`config.mk`:
```
export PLATFORM = sky130hd
export DESIGN_NAME = idex_pipe_reg_flat
export DESIGN_NICKNAME = d
export VERILOG_FILES = /design/src/rtl/idex_pipe_reg_pkg.sv /design/src/rtl/idex_pipe_reg_if.sv /design/src/rtl/idex_pipe_reg_loaduse_det.sv /design/src/rtl/idex_pipe_reg.sv /design/src/flat_wrapper.sv
export SDC_FILE = /design/constraint.sdc
export NUM_CORES = 1
export LEC_CHECK = 0
export CELL_PAD_IN_SITES_DETAIL_PLACEMENT = 0
export CELL_PAD_IN_SITES_GLOBAL_PLACEMENT = 1
export CORE_AREA = 2 2 127 129
export CTS_CLUSTER_SIZE = 28
export DETAILED_ROUTE_END_ITERATION = 10
export DIE_AREA = 0 0 129 131
export PLACE_DENSITY = 0.73
export SYNTH_ARGS = -nofsm -noshare
export SYNTH_HDL_FRONTEND = slang
export SYNTH_SLANG_ARGS = --single-unit
```
`constraint.sdc`:
```
create_clock -name clk -period 4.1 [get_ports clk]
set_input_delay 0.615 -clock clk [delete_from_list [all_inputs] [get_ports clk]]
set_output_delay 0.615 -clock clk [all_outputs]
set_load 0.05 [all_outputs]
```
`src/rtl/idex_pipe_reg_pkg.sv`:
```
// idex_pipe_reg_pkg: opcodes, encodings and decode helpers shared by the ID/EX
// register and the forwarding unit.
package idex_pipe_reg_pkg;

    localparam int DATA_W = 16;

    localparam logic [4:0] OP_HALT    = 5'b00000;
    localparam logic [4:0] OP_NOP     = 5'b00001;
    localparam logic [4:0] OP_J       = 5'b00100;
    localparam logic [4:0] OP_JAL     = 5'b00110;
    localparam logic [4:0] OP_ST      = 5'b10000;
    localparam logic [4:0] OP_LD      = 5'b10001;
    localparam logic [4:0] OP_SLBI    = 5'b10010;
    localparam logic [4:0] OP_STU     = 5'b10011;
    localparam logic [4:0] OP_LBI     = 5'b11000;
    localparam logic [4:0] OP_SHIFT_R = 5'b11010;
    localparam logic [4:0] OP_ALU_R   = 5'b11011;

    localparam logic [15:0] NOP_ENC = {OP_NOP, 11'b0};

    typedef enum logic [1:0] {
        RD_4_2  = 2'b00,
        RD_7_5  = 2'b01,
        RD_10_8 = 2'b10,
        RD_R7   = 2'b11
    } regdst_e;

    typedef enum logic [1:0] {
        ST_RUN,
        ST_BUBBLE,
        ST_HALT
    } state_e;

    // LBI/SLBI write [10:8] regardless of the regdst field they carry
    function automatic logic [2:0] dst_reg(input logic [15:2] instr, input logic [1:0] regdst);
        return (instr[15:11] == OP_LBI || instr[15:11] == OP_SLBI || regdst == RD_10_8) ? instr[10:8] :
               regdst == RD_7_5 ? instr[7:5] :
               regdst == RD_R7  ? 3'd7 : instr[4:2];
    endfunction

    function automatic logic rs_used(input logic [4:0] op);
        return !(op == OP_HALT || op == OP_NOP || op == OP_LBI || op == OP_J || op == OP_JAL);
    endfunction

    function automatic logic rt_used(input logic [4:0] op);
        return op == OP_ALU_R || op == OP_SHIFT_R || op[4:2] == 3'b111 || op == OP_ST || op == OP_STU;
    endfunction

endpackage

```
`src/rtl/idex_pipe_reg_if.sv`:
```
// idex_pipe_reg_if: decode-side inputs and EX-side outputs of the ID/EX register.
interface idex_pipe_reg_if #(
    parameter int W     = 16,
    parameter int CNT_W = 16
);
    logic [W-1:0]     instr_dec;
    logic             valid_dec;
    logic [1:0]       regdst_dec;
    logic             regWriteEn_dec;
    logic             memRead_dec;
    logic [W-1:0]     rdA_dec;
    logic [W-1:0]     rdB_dec;
    logic [W-1:0]     imm_dec;
    logic [W-1:0]     pc_dec;
    logic             flush;
    logic             ext_stall;
    logic [W-1:0]     instr_hazard;
    logic [1:0]       regdst_hazard;
    logic             regWriteEn;
    logic             memRead_ex;
    logic [W-1:0]     rdA_ex;
    logic [W-1:0]     rdB_ex;
    logic [W-1:0]     imm_ex;
    logic [W-1:0]     pc_ex;
    logic             valid_ex;
    logic             stall_if;
    logic             halted;
    logic [CNT_W-1:0] bubble_cnt;

    modport master (
        output instr_dec, valid_dec, regdst_dec, regWriteEn_dec, memRead_dec,
               rdA_dec, rdB_dec, imm_dec, pc_dec, flush, ext_stall,
        input  instr_hazard, regdst_hazard, regWriteEn, memRead_ex, rdA_ex, rdB_ex,
               imm_ex, pc_ex, valid_ex, stall_if, halted, bubble_cnt
    );

    modport slave (
        input  instr_dec, valid_dec, regdst_dec, regWriteEn_dec, memRead_dec,
               rdA_dec, rdB_dec, imm_dec, pc_dec, flush, ext_stall,
        output instr_hazard, regdst_hazard, regWriteEn, memRead_ex, rdA_ex, rdB_ex,
               imm_ex, pc_ex, valid_ex, stall_if, halted, bubble_cnt
    );
endinterface

```
`src/rtl/idex_pipe_reg_loaduse_det.sv`:
```
// idex_loaduse_det: flags a decode instruction that reads the register a load in EX
// has not yet produced (the one case forwarding cannot cover).
module idex_loaduse_det
    import idex_pipe_reg_pkg::*;
(
    input  logic [15:2] instr_ex,
    input  logic [1:0]  regdst_ex,
    input  logic        valid_ex,
    input  logic        memread_ex,
    input  logic        regwrite_ex,
    input  logic [15:5] instr_dec,
    input  logic        valid_dec,
    output logic        load_use
);
    logic [2:0] dst_ex;
    logic [4:0] op;

    assign dst_ex = dst_reg(instr_ex, regdst_ex);
    assign op = instr_dec[15:11];
    assign load_use = valid_ex & memread_ex & regwrite_ex & valid_dec &
                      ((rs_used(op) & (dst_ex == instr_dec[10:8])) |
                       (rt_used(op) & (dst_ex == instr_dec[7:5])));
endmodule

```
`src/rtl/idex_pipe_reg.sv`:
```
// idex_pipe_reg: ID/EX pipeline register with load-use bubble insertion, flush,
// external-stall hold, HALT freeze and a saturating bubble counter.
module idex_pipe_reg
    import idex_pipe_reg_pkg::*;
#(
    parameter int           W         = DATA_W,
    parameter logic [W-1:0] NOP_INSTR = NOP_ENC,
    parameter int           CNT_W     = 16
) (
    input logic clk,
    input logic rst,
    idex_pipe_reg_if.slave bus
);
    state_e state_q, state_d;
    logic [W-1:0] instr_q, rda_q, rdb_q, imm_q, pc_q;
    logic [1:0] regdst_q;
    logic regwrite_q, memread_q, valid_q;
    logic [CNT_W-1:0] cnt_q;
    logic load_use, halt_det, hold, bubble, bump, stall;

    idex_loaduse_det u_det (
        .instr_ex   (instr_q[15:2]),
        .regdst_ex  (regdst_q),
        .valid_ex   (valid_q),
        .memread_ex (memread_q),
        .regwrite_ex(regwrite_q),
        .instr_dec  (bus.instr_dec[15:5]),
        .valid_dec  (bus.valid_dec),
        .load_use   (load_use)
    );

    assign halt_det = valid_q & (instr_q[15:11] == OP_HALT);

    // HALT freezes the pipe the same cycle it is seen in EX; halted follows a cycle later
    always_comb begin
        state_d = state_q;
        hold    = 1'b0;
        bubble  = 1'b0;
        bump    = 1'b0;
        stall   = 1'b0;
        if (state_q == ST_HALT) begin
            hold  = 1'b1;
            stall = 1'b1;
        end else if (bus.flush) begin
            bubble  = 1'b1;
            state_d = ST_RUN;
        end else if (halt_det) begin
            hold    = 1'b1;
            stall   = 1'b1;
            state_d = ST_HALT;
        end else if (bus.ext_stall) begin
            hold  = 1'b1;
            stall = 1'b1;
        end else if (load_use) begin
            bubble  = 1'b1;
            bump    = 1'b1;
            stall   = 1'b1;
            state_d = ST_BUBBLE;
        end else begin
            bubble  = !bus.valid_dec;
            state_d = ST_RUN;
        end
    end

    always_ff @(posedge clk or negedge rst) begin
        if (!rst) begin
            state_q    <= ST_RUN;
            instr_q    <= NOP_INSTR;
            regdst_q   <= 2'b00;
            regwrite_q <= 1'b0;
            memread_q  <= 1'b0;
            valid_q    <= 1'b0;
            rda_q      <= '0;
            rdb_q      <= '0;
            imm_q      <= '0;
            pc_q       <= '0;
            cnt_q      <= '0;
        end else begin
            state_q <= state_d;
            if (!hold) begin
                instr_q    <= bubble ? NOP_INSTR : bus.instr_dec;
                regdst_q   <= bubble ? 2'b00 : bus.regdst_dec;
                regwrite_q <= !bubble & bus.regWriteEn_dec;
                memread_q  <= !bubble & bus.memRead_dec;
                valid_q    <= !bubble;
                rda_q      <= bus.rdA_dec;
                rdb_q      <= bus.rdB_dec;
                imm_q      <= bus.imm_dec;
                pc_q       <= bus.pc_dec;
            end
            if (bump && cnt_q != '1) cnt_q <= cnt_q + 1'b1;
        end
    end

    assign bus.instr_hazard  = instr_q;
    assign bus.regdst_hazard = regdst_q;
    assign bus.regWriteEn    = regwrite_q;
    assign bus.memRead_ex    = memread_q;
    assign bus.rdA_ex        = rda_q;
    assign bus.rdB_ex        = rdb_q;
    assign bus.imm_ex        = imm_q;
    assign bus.pc_ex         = pc_q;
    assign bus.valid_ex      = valid_q;
    assign bus.stall_if      = stall;
    assign bus.halted        = (state_q == ST_HALT);
    assign bus.bubble_cnt    = cnt_q;
endmodule

```
`src/flat_wrapper.sv`:
```
// flat-port wrapper written by rule: the top's interface ports become plain ports
module idex_pipe_reg_flat import idex_pipe_reg_pkg::*;
#(
    parameter int           W         = DATA_W,
    parameter logic [W-1:0] NOP_INSTR = NOP_ENC,
    parameter int           CNT_W     = 16
)
  (clk, rst, bus_instr_dec, bus_valid_dec, bus_regdst_dec, bus_regWriteEn_dec, bus_memRead_dec, bus_rdA_dec, bus_rdB_dec, bus_imm_dec, bus_pc_dec, bus_flush, bus_ext_stall, bus_instr_hazard, bus_regdst_hazard, bus_regWriteEn, bus_memRead_ex, bus_rdA_ex, bus_rdB_ex, bus_imm_ex, bus_pc_ex, bus_valid_ex, bus_stall_if, bus_halted, bus_bubble_cnt);
  idex_pipe_reg_if #(.W(W), .CNT_W(CNT_W)) bus_i ();
  input logic clk;
  input logic rst;
  input wire logic [$bits(bus_i.instr_dec)-1:0] bus_instr_dec;
  input wire logic [$bits(bus_i.valid_dec)-1:0] bus_valid_dec;
  input wire logic [$bits(bus_i.regdst_dec)-1:0] bus_regdst_dec;
  input wire logic [$bits(bus_i.regWriteEn_dec)-1:0] bus_regWriteEn_dec;
  input wire logic [$bits(bus_i.memRead_dec)-1:0] bus_memRead_dec;
  input wire logic [$bits(bus_i.rdA_dec)-1:0] bus_rdA_dec;
  input wire logic [$bits(bus_i.rdB_dec)-1:0] bus_rdB_dec;
  input wire logic [$bits(bus_i.imm_dec)-1:0] bus_imm_dec;
  input wire logic [$bits(bus_i.pc_dec)-1:0] bus_pc_dec;
  input wire logic [$bits(bus_i.flush)-1:0] bus_flush;
  input wire logic [$bits(bus_i.ext_stall)-1:0] bus_ext_stall;
  output wire logic [$bits(bus_i.instr_hazard)-1:0] bus_instr_hazard;
  output wire logic [$bits(bus_i.regdst_hazard)-1:0] bus_regdst_hazard;
  output wire logic [$bits(bus_i.regWriteEn)-1:0] bus_regWriteEn;
  output wire logic [$bits(bus_i.memRead_ex)-1:0] bus_memRead_ex;
  output wire logic [$bits(bus_i.rdA_ex)-1:0] bus_rdA_ex;
  output wire logic [$bits(bus_i.rdB_ex)-1:0] bus_rdB_ex;
  output wire logic [$bits(bus_i.imm_ex)-1:0] bus_imm_ex;
  output wire logic [$bits(bus_i.pc_ex)-1:0] bus_pc_ex;
  output wire logic [$bits(bus_i.valid_ex)-1:0] bus_valid_ex;
  output wire logic [$bits(bus_i.stall_if)-1:0] bus_stall_if;
  output wire logic [$bits(bus_i.halted)-1:0] bus_halted;
  output wire logic [$bits(bus_i.bubble_cnt)-1:0] bus_bubble_cnt;
  assign bus_i.instr_dec = bus_instr_dec;
  assign bus_i.valid_dec = bus_valid_dec;
  assign bus_i.regdst_dec = bus_regdst_dec;
  assign bus_i.regWriteEn_dec = bus_regWriteEn_dec;
  assign bus_i.memRead_dec = bus_memRead_dec;
  assign bus_i.rdA_dec = bus_rdA_dec;
  assign bus_i.rdB_dec = bus_rdB_dec;
  assign bus_i.imm_dec = bus_imm_dec;
  assign bus_i.pc_dec = bus_pc_dec;
  assign bus_i.flush = bus_flush;
  assign bus_i.ext_stall = bus_ext_stall;
  assign bus_instr_hazard = bus_i.instr_hazard;
  assign bus_regdst_hazard = bus_i.regdst_hazard;
  assign bus_regWriteEn = bus_i.regWriteEn;
  assign bus_memRead_ex = bus_i.memRead_ex;
  assign bus_rdA_ex = bus_i.rdA_ex;
  assign bus_rdB_ex = bus_i.rdB_ex;
  assign bus_imm_ex = bus_i.imm_ex;
  assign bus_pc_ex = bus_i.pc_ex;
  assign bus_valid_ex = bus_i.valid_ex;
  assign bus_stall_if = bus_i.stall_if;
  assign bus_halted = bus_i.halted;
  assign bus_bubble_cnt = bus_i.bubble_cnt;
  idex_pipe_reg #(.W(W), .NOP_INSTR(NOP_INSTR), .CNT_W(CNT_W)) u_core (.clk(clk), .rst(rst), .bus(bus_i));
endmodule
```
Word-level counts from Yosys, hierarchy flattened
Cells that the tools add are included.
{ "totals": {"out_inout_bits": 103, "mem_count": 0, "reg_bits": 103, "latch_bits": 0, "inputBits": 89, "word_cells": 86, "romBits": 0, "ramBits": 0} }
{ "op_classes": {"bitwise": 11, "shifts": 0, "addsub": 1, "reduce_logical": 17, "multipliers": 0, "order_cmp": 0, "n_mux": 27, "n_eq_ne": 19, "div": 0} }
{ "op_table": {"columns": ["op", "n"], "rows": [
  ["$eq 5x5->1 const B", 7],
  ["$mux 1", 19],
  ["$add 16x1->16 const B", 1],
  ["$mux 16", 1],
  ["$ne 16x16->1 const B", 1],
  ["$eq 5x3->1 const B", 2],
  ["$logic_not 5->1", 2],
  ["$logic_or 1x1->1", 10],
  ["$and 1x1->1", 9],
  ["$mux 3", 3],
  ["$mux 2", 4],
  ["$eq 2x2->1 const B", 3],
  ["$eq 3x3->1", 2],
  ["$eq 5x1->1 const B", 1],
  ["$eq 3x3->1 const B", 1],
  ["$logic_not 1->1", 3],
  ["$ne 3x2->1 const B", 1],
  ["$eq 2x1->1 const B", 1],
  ["$reduce_and 2->1", 1],
  ["$logic_and 1x1->1", 1],
  ["$not 1->1", 1],
  ["$or 1x1->1", 1]
]} }

Logic depth before layout (Yosys ltp)
{ "depth": {"depth_word": 16, "mapped_depth": 9, "ltp_nobuf": 7} }

By module
Synthesis repeated with hierarchy kept, for this count alone.
{ "unflattened": {"hier_cells": 313, "hier_area_um2": 4418.0} }
{ "modules_own_cells": {"columns": ["module", "area_each_um2", "seq_area_each_um2", "n_inst", "cells_each"], "rows": [
  ["idex_pipe_reg", 4063.9, 2578.7, 1, 267],
  ["idex_loaduse_det", 354.1, 0.0, 1, 46]
]} }

Worst setup path after synthesis
Ideal clock, no wire load.
{ "synth_timing": {"path_type": "register to output", "start": "reg u_core.instr_q[15] (netlist: u_core.bus.instr_hazard[15])", "end": "out bus_stall_if", "path_stages_with_launch": 9, "t_required_ns": 3.485, "path_slack_ns": 0.087, "path_buffers": 2, "t_arrival_ns": 3.398, "cell_sequence": "dfrtp_1 > or3b_1 > buf_2 > o31ai_2 > nor3_1 > nor4b_2 > a32oi_4 > buf_6 > o31ai_1"} }
{ "synth_via": {"elab_chain_cells": 13, "word_cells_on_any_way": 18, "classes_between": "eq/ne (4); mux (6); bitwise (5); reduce/logical (3)"} }
{ "synth_lines": {"columns": ["element", "line_no", "rtl"], "rows": [
  ["start, declared", "idex_pipe_reg.sv:15", "logic [W-1:0] instr_q, rda_q, rdb_q, imm_q, pc_q;"],
  ["start signal, assigned", "idex_pipe_reg.sv:81", "instr_q <= bubble ? NOP_INSTR : bus.instr_dec;"],
  ["$eq 5x5->1", "idex_pipe_reg_pkg.sv:36", "return (instr[15:11] == OP_LBI || instr[15:11] == OP_SLBI || regdst == RD_10_8) ? instr[10:8] :"],
  ["$logic_or 1x1->1 (2 in series)", "idex_pipe_reg_pkg.sv:36", null],
  ["$mux 3", "idex_pipe_reg_pkg.sv:36", null],
  ["$eq 3x3->1, on equally long branches", "idex_pipe_reg_loaduse_det.sv:21, idex_pipe_reg_loaduse_det.sv:22", null],
  ["$and 1x1->1, on equally long branches", "idex_pipe_reg_loaduse_det.sv:21, idex_pipe_reg_loaduse_det.sv:22", null],
  ["$or 1x1->1", "idex_pipe_reg_loaduse_det.sv:21", "((rs_used(op) & (dst_ex == instr_dec[10:8])) |"],
  ["$and 1x1->1", "idex_pipe_reg_loaduse_det.sv:20", "assign load_use = valid_ex & memread_ex & regwrite_ex & valid_dec &"],
  ["$mux 1", "idex_pipe_reg.sv:54", "end else if (load_use) begin"],
  ["$mux 1", "idex_pipe_reg.sv:51", "end else if (bus.ext_stall) begin"],
  ["$mux 1 *", "idex_pipe_reg.sv:47", "end else if (halt_det) begin"],
  ["$mux 1 *", "idex_pipe_reg.sv:44", "end else if (bus.flush) begin"],
  ["$mux 1 *", "idex_pipe_reg.sv:41", "if (state_q == ST_HALT) begin"],
  ["end, declared", "flat_wrapper.sv:32", "output wire logic [$bits(bus_i.stall_if)-1:0] bus_stall_if;"]
]} }
Mark *: on every way between the ends. The rest lies on a longest branch, timed or not.

Worst setup path after layout
{ "layout_timing": {"start": "reg u_core.instr_q[11] (netlist: u_core.bus.instr_hazard[11])", "end": "out bus_stall_if"} }
The elaborated chain is that of the path after synthesis.

==> flow_summary.ini <==
[global_routing]
grt_pass1_vias = 3700
grt_max_degree = 85
overflow = 0
grt_pass1_wl_um = 19100
track_usage_pct = 14.6
antenna_found_initial = 1

[final_layout]
area_growth_pct = 53.6
multi_input_area_um2 = 1840
drive_gt1_share_pct = 20.2
fillCellCount = 1466
final_net_count = 644
seq_area_um2 = 2580
num_antenna_cells = 0

[synthesis]
yosysTopAreaCellShare_pct = 55.6
seq_area_frac_synth_pct = 56.2
syn_area_um2 = 4590
ys_types = 48
synth_nets = 453
synthTopCellsByArea = dfrtp_1 56%, mux2_2 16%, o31ai_1 3.4%, xor2_1 2.5%, nand2_1 2.4%
synth_area_leader_cell = dfrtp_1
synth_common_cells = 102 x dfrtp_1, 66 x mux2_2, 29 x nand2_1
async_reset_ff_share_pct = 100
synth_ff_type = dfrtp_1
ys_ff_latch = 103
avgSynthCellArea_um2 = 12.6
ys_warn_count = 0
synth_most_common_cell = dfrtp_1
synth_enable_flop_cells = 0
syn-instance-count = 363

[worst_setup_path]
crit_slowest_cell = or4b_2
required_ns = 3.48
cp.arrival_ns = 2.69
reg2reg_from = u_core.bus.instr_hazard[11]$_DFFE_PN1N_
cp_num_buf_inv = 3
path_cells = or4b_2 -> nor3_1 -> nor2_1 -> o21ai_4 -> buf_4 -> inv_1 -> o31ai_1 -> buf_4
worstPathMaxFanout = 24
critPathCaptureType = primary output
r2r_end = u_core.bus.imm_ex[5]$_DFFE_PN0N_
cp_top_family = simple AND/OR/NAND/NOR gates
worstRegToRegCells = 7
path_class = reg2out
start_kind = register
ff2ff_setup_slack_ns = 1.18
cpMostUsedCell = buf_4
slowest_delay_ns = 0.66

[sta]
finClkSkew_ns = 0.00719
whs_ns = 0.165
setup_violations = 0
drv_slew = 0
setup-tns-final_ns = 0
rsz0062_at_grt = false
period_share_pct = 80.7
tightestPinTransition_ns = 0.568
slew_headroom_pct = 62.0
period_needed_ns = 3.31
hold_viol = 0
fmax_mhz = 302

[pwr]
ir_worst_vdd_uv = 466
power_density_nw_per_um2 = 741
leakage_nw = 2.97

[floorplan]
fp.dieH_um = 131
die_x_um = 129
start_util_pct = 29.4
pin_count = 192
die_area_um2 = 16900
core_um2 = 15600
rows = 46

[cts]
cts-root-buf = clkbuf_16
clock_path_buffers = 2
post_cts_buffers = 0
cts-htree-levels = 3
clock_sinks = 103
clkLatencyLatePin_ns = 0.35
clkTransAtPathRegs_ns = 0.07
ctsResizeCount = 0
cts-hold-fix-buffers = 0
cts_tree = yes
cts_buffers = 9

[placed_design]
gp_congestion = 0.831
numPortBuffers = 191
hpwlAfterDp_um = 8900

[run]
drv_cap = 0

[run_status]
outcome = finished clean

[detailed_routing]
ant_nets = 0
vias_per_cell = 4.55
drc = 0
vias = 3527
detail_route.iter0.violations = 142
routed_wirelength_um = 12000
routedWlPerCell_um = 15.5
dr.pass1.iters = 4

[min_path]
hold_path_class = in2async
flip-flops by register name (all words and copies together) (netlist names), 2 cells and up:
signal / flops
u_core.bus.regdst_hazard: 2
u_core.bus.bubble_cnt: 16
u_core.bus.instr_hazard: 16
u_core.bus.imm_ex: 16
u_core.bus.pc_ex: 16
u_core.state_q: 2
u_core.bus.rdA_ex: 16
u_core.bus.rdB_ex: 16
through the flow:
| stage | setup WS, ns | utilization [%] | total power [mW] | cell area (um2) | cells |
|---|---|---|---|---|---|
| 6_report | 0.792 | 45.2 | 5.22 | 7050 | 775 |
| 5_1_grt | 0.499 | 45.2 | 5.46 | 7050 | 775 |
| 4_1_cts | 0.751 | 45.2 | 5.29 | 7050 | 775 |
| 3_5_place_dp | 0.870 | 43.3 | 4.38 | 6750 | 759 |
| 3_3_place_gp | 0.880 | 43.3 | 4.35 | 6750 | 759 |
| 2_1_floorplan | 0.0874 | - | 3.37 | 4590 | 363 |
where the power goes:
| part | total, mW | switching (mW) | internal, mW |
|---|---|---|---|
| Sequential | 1.60 | 0.222 | 1.38 |
| Combinational | 2.75 | 1.75 | 0.994 |
| Clock | 0.875 | 0.397 | 0.478 |
layer usage:
| layer | track usage (%) | routed length (um) | vias up | part of all wire, % |
|---|---|---|---|---|
| li1 | - | - | 1658 | - |
| met1 | 17.4 | 4970 | 1701 | 41 |
| met2 | 22.7 | 5580 | 144 | 46 |
| met3 | 6.35 | 1190 | 22 | 9.9 |
| met4 | 6.97 | 291 | 2 | 2.4 |
| met5 | 0 | 7 | - | 0.058 |
how the worst max path moves through the flow:
stage / start / endpoint / slack (ns) / cells past startpoint
2_1_floorplan: u_core.bus.instr_hazard[15]$_DFFE_PN0N_ / bus_stall_if / 0.09 / 8
3_3_place_gp: bus_instr_dec[12] / bus_stall_if / 0.88 / 8
3_5_place_dp: bus_instr_dec[12] / bus_stall_if / 0.87 / 8
4_1_cts: u_core.bus.instr_hazard[11]$_DFFE_PN1N_ / bus_stall_if / 0.75 / 8
5_1_grt: u_core.bus.instr_hazard[13]$_DFFE_PN0N_ / bus_stall_if / 0.50 / 8
6_report: u_core.bus.instr_hazard[11]$_DFFE_PN1N_ / bus_stall_if / 0.79 / 8
cells in the final DEF (no fill, tap or decap), types with 2 or more instances in the layout:
cell,n
a21oi_1,5
and3_1,4
buf_4,8
clkbuf_16,9
clkdlybuf4s50_1,189
dfrtp_1,102
inv_1,24
inv_6,2
mux2_1,2
mux2_2,66
mux2i_1,3
nand2_1,29
nand2b_1,3
nand3_1,9
nand4_1,3
nor2_1,6
nor3_1,7
nor3_2,8
nor3b_1,2
nor4_1,3
nor4b_2,2
o21ai_0,4
o21ai_1,2
o31a_1,2
o31ai_1,21
xnor2_1,4
xor2_1,13
logic make-up after synthesis:
family                   count (synthesis)  synth area share, %
AO/OA/AOI/OAI                           45                 8.15
buffers and inverters                   42                 3.90
XOR/XNOR                                18                 3.60
AND/OR/NAND/NOR                         83                 10.5
flip-flops                             103                 56.2
adder cells (fa/ha/maj)                  1                0.273
multiplexers                            71                 17.3
final cells by class:
type,instances,share of cell area (%)
Timing Repair Buffer,198,28.0
Clock buffer,10,3.25
Clock inverter,6,0.977
Inverter,24,1.28
Tap cell,216,3.84
Multi-Input combinational cell,218,26.1
Sequential cell,103,36.6
(Power assumes the default switching activity.)
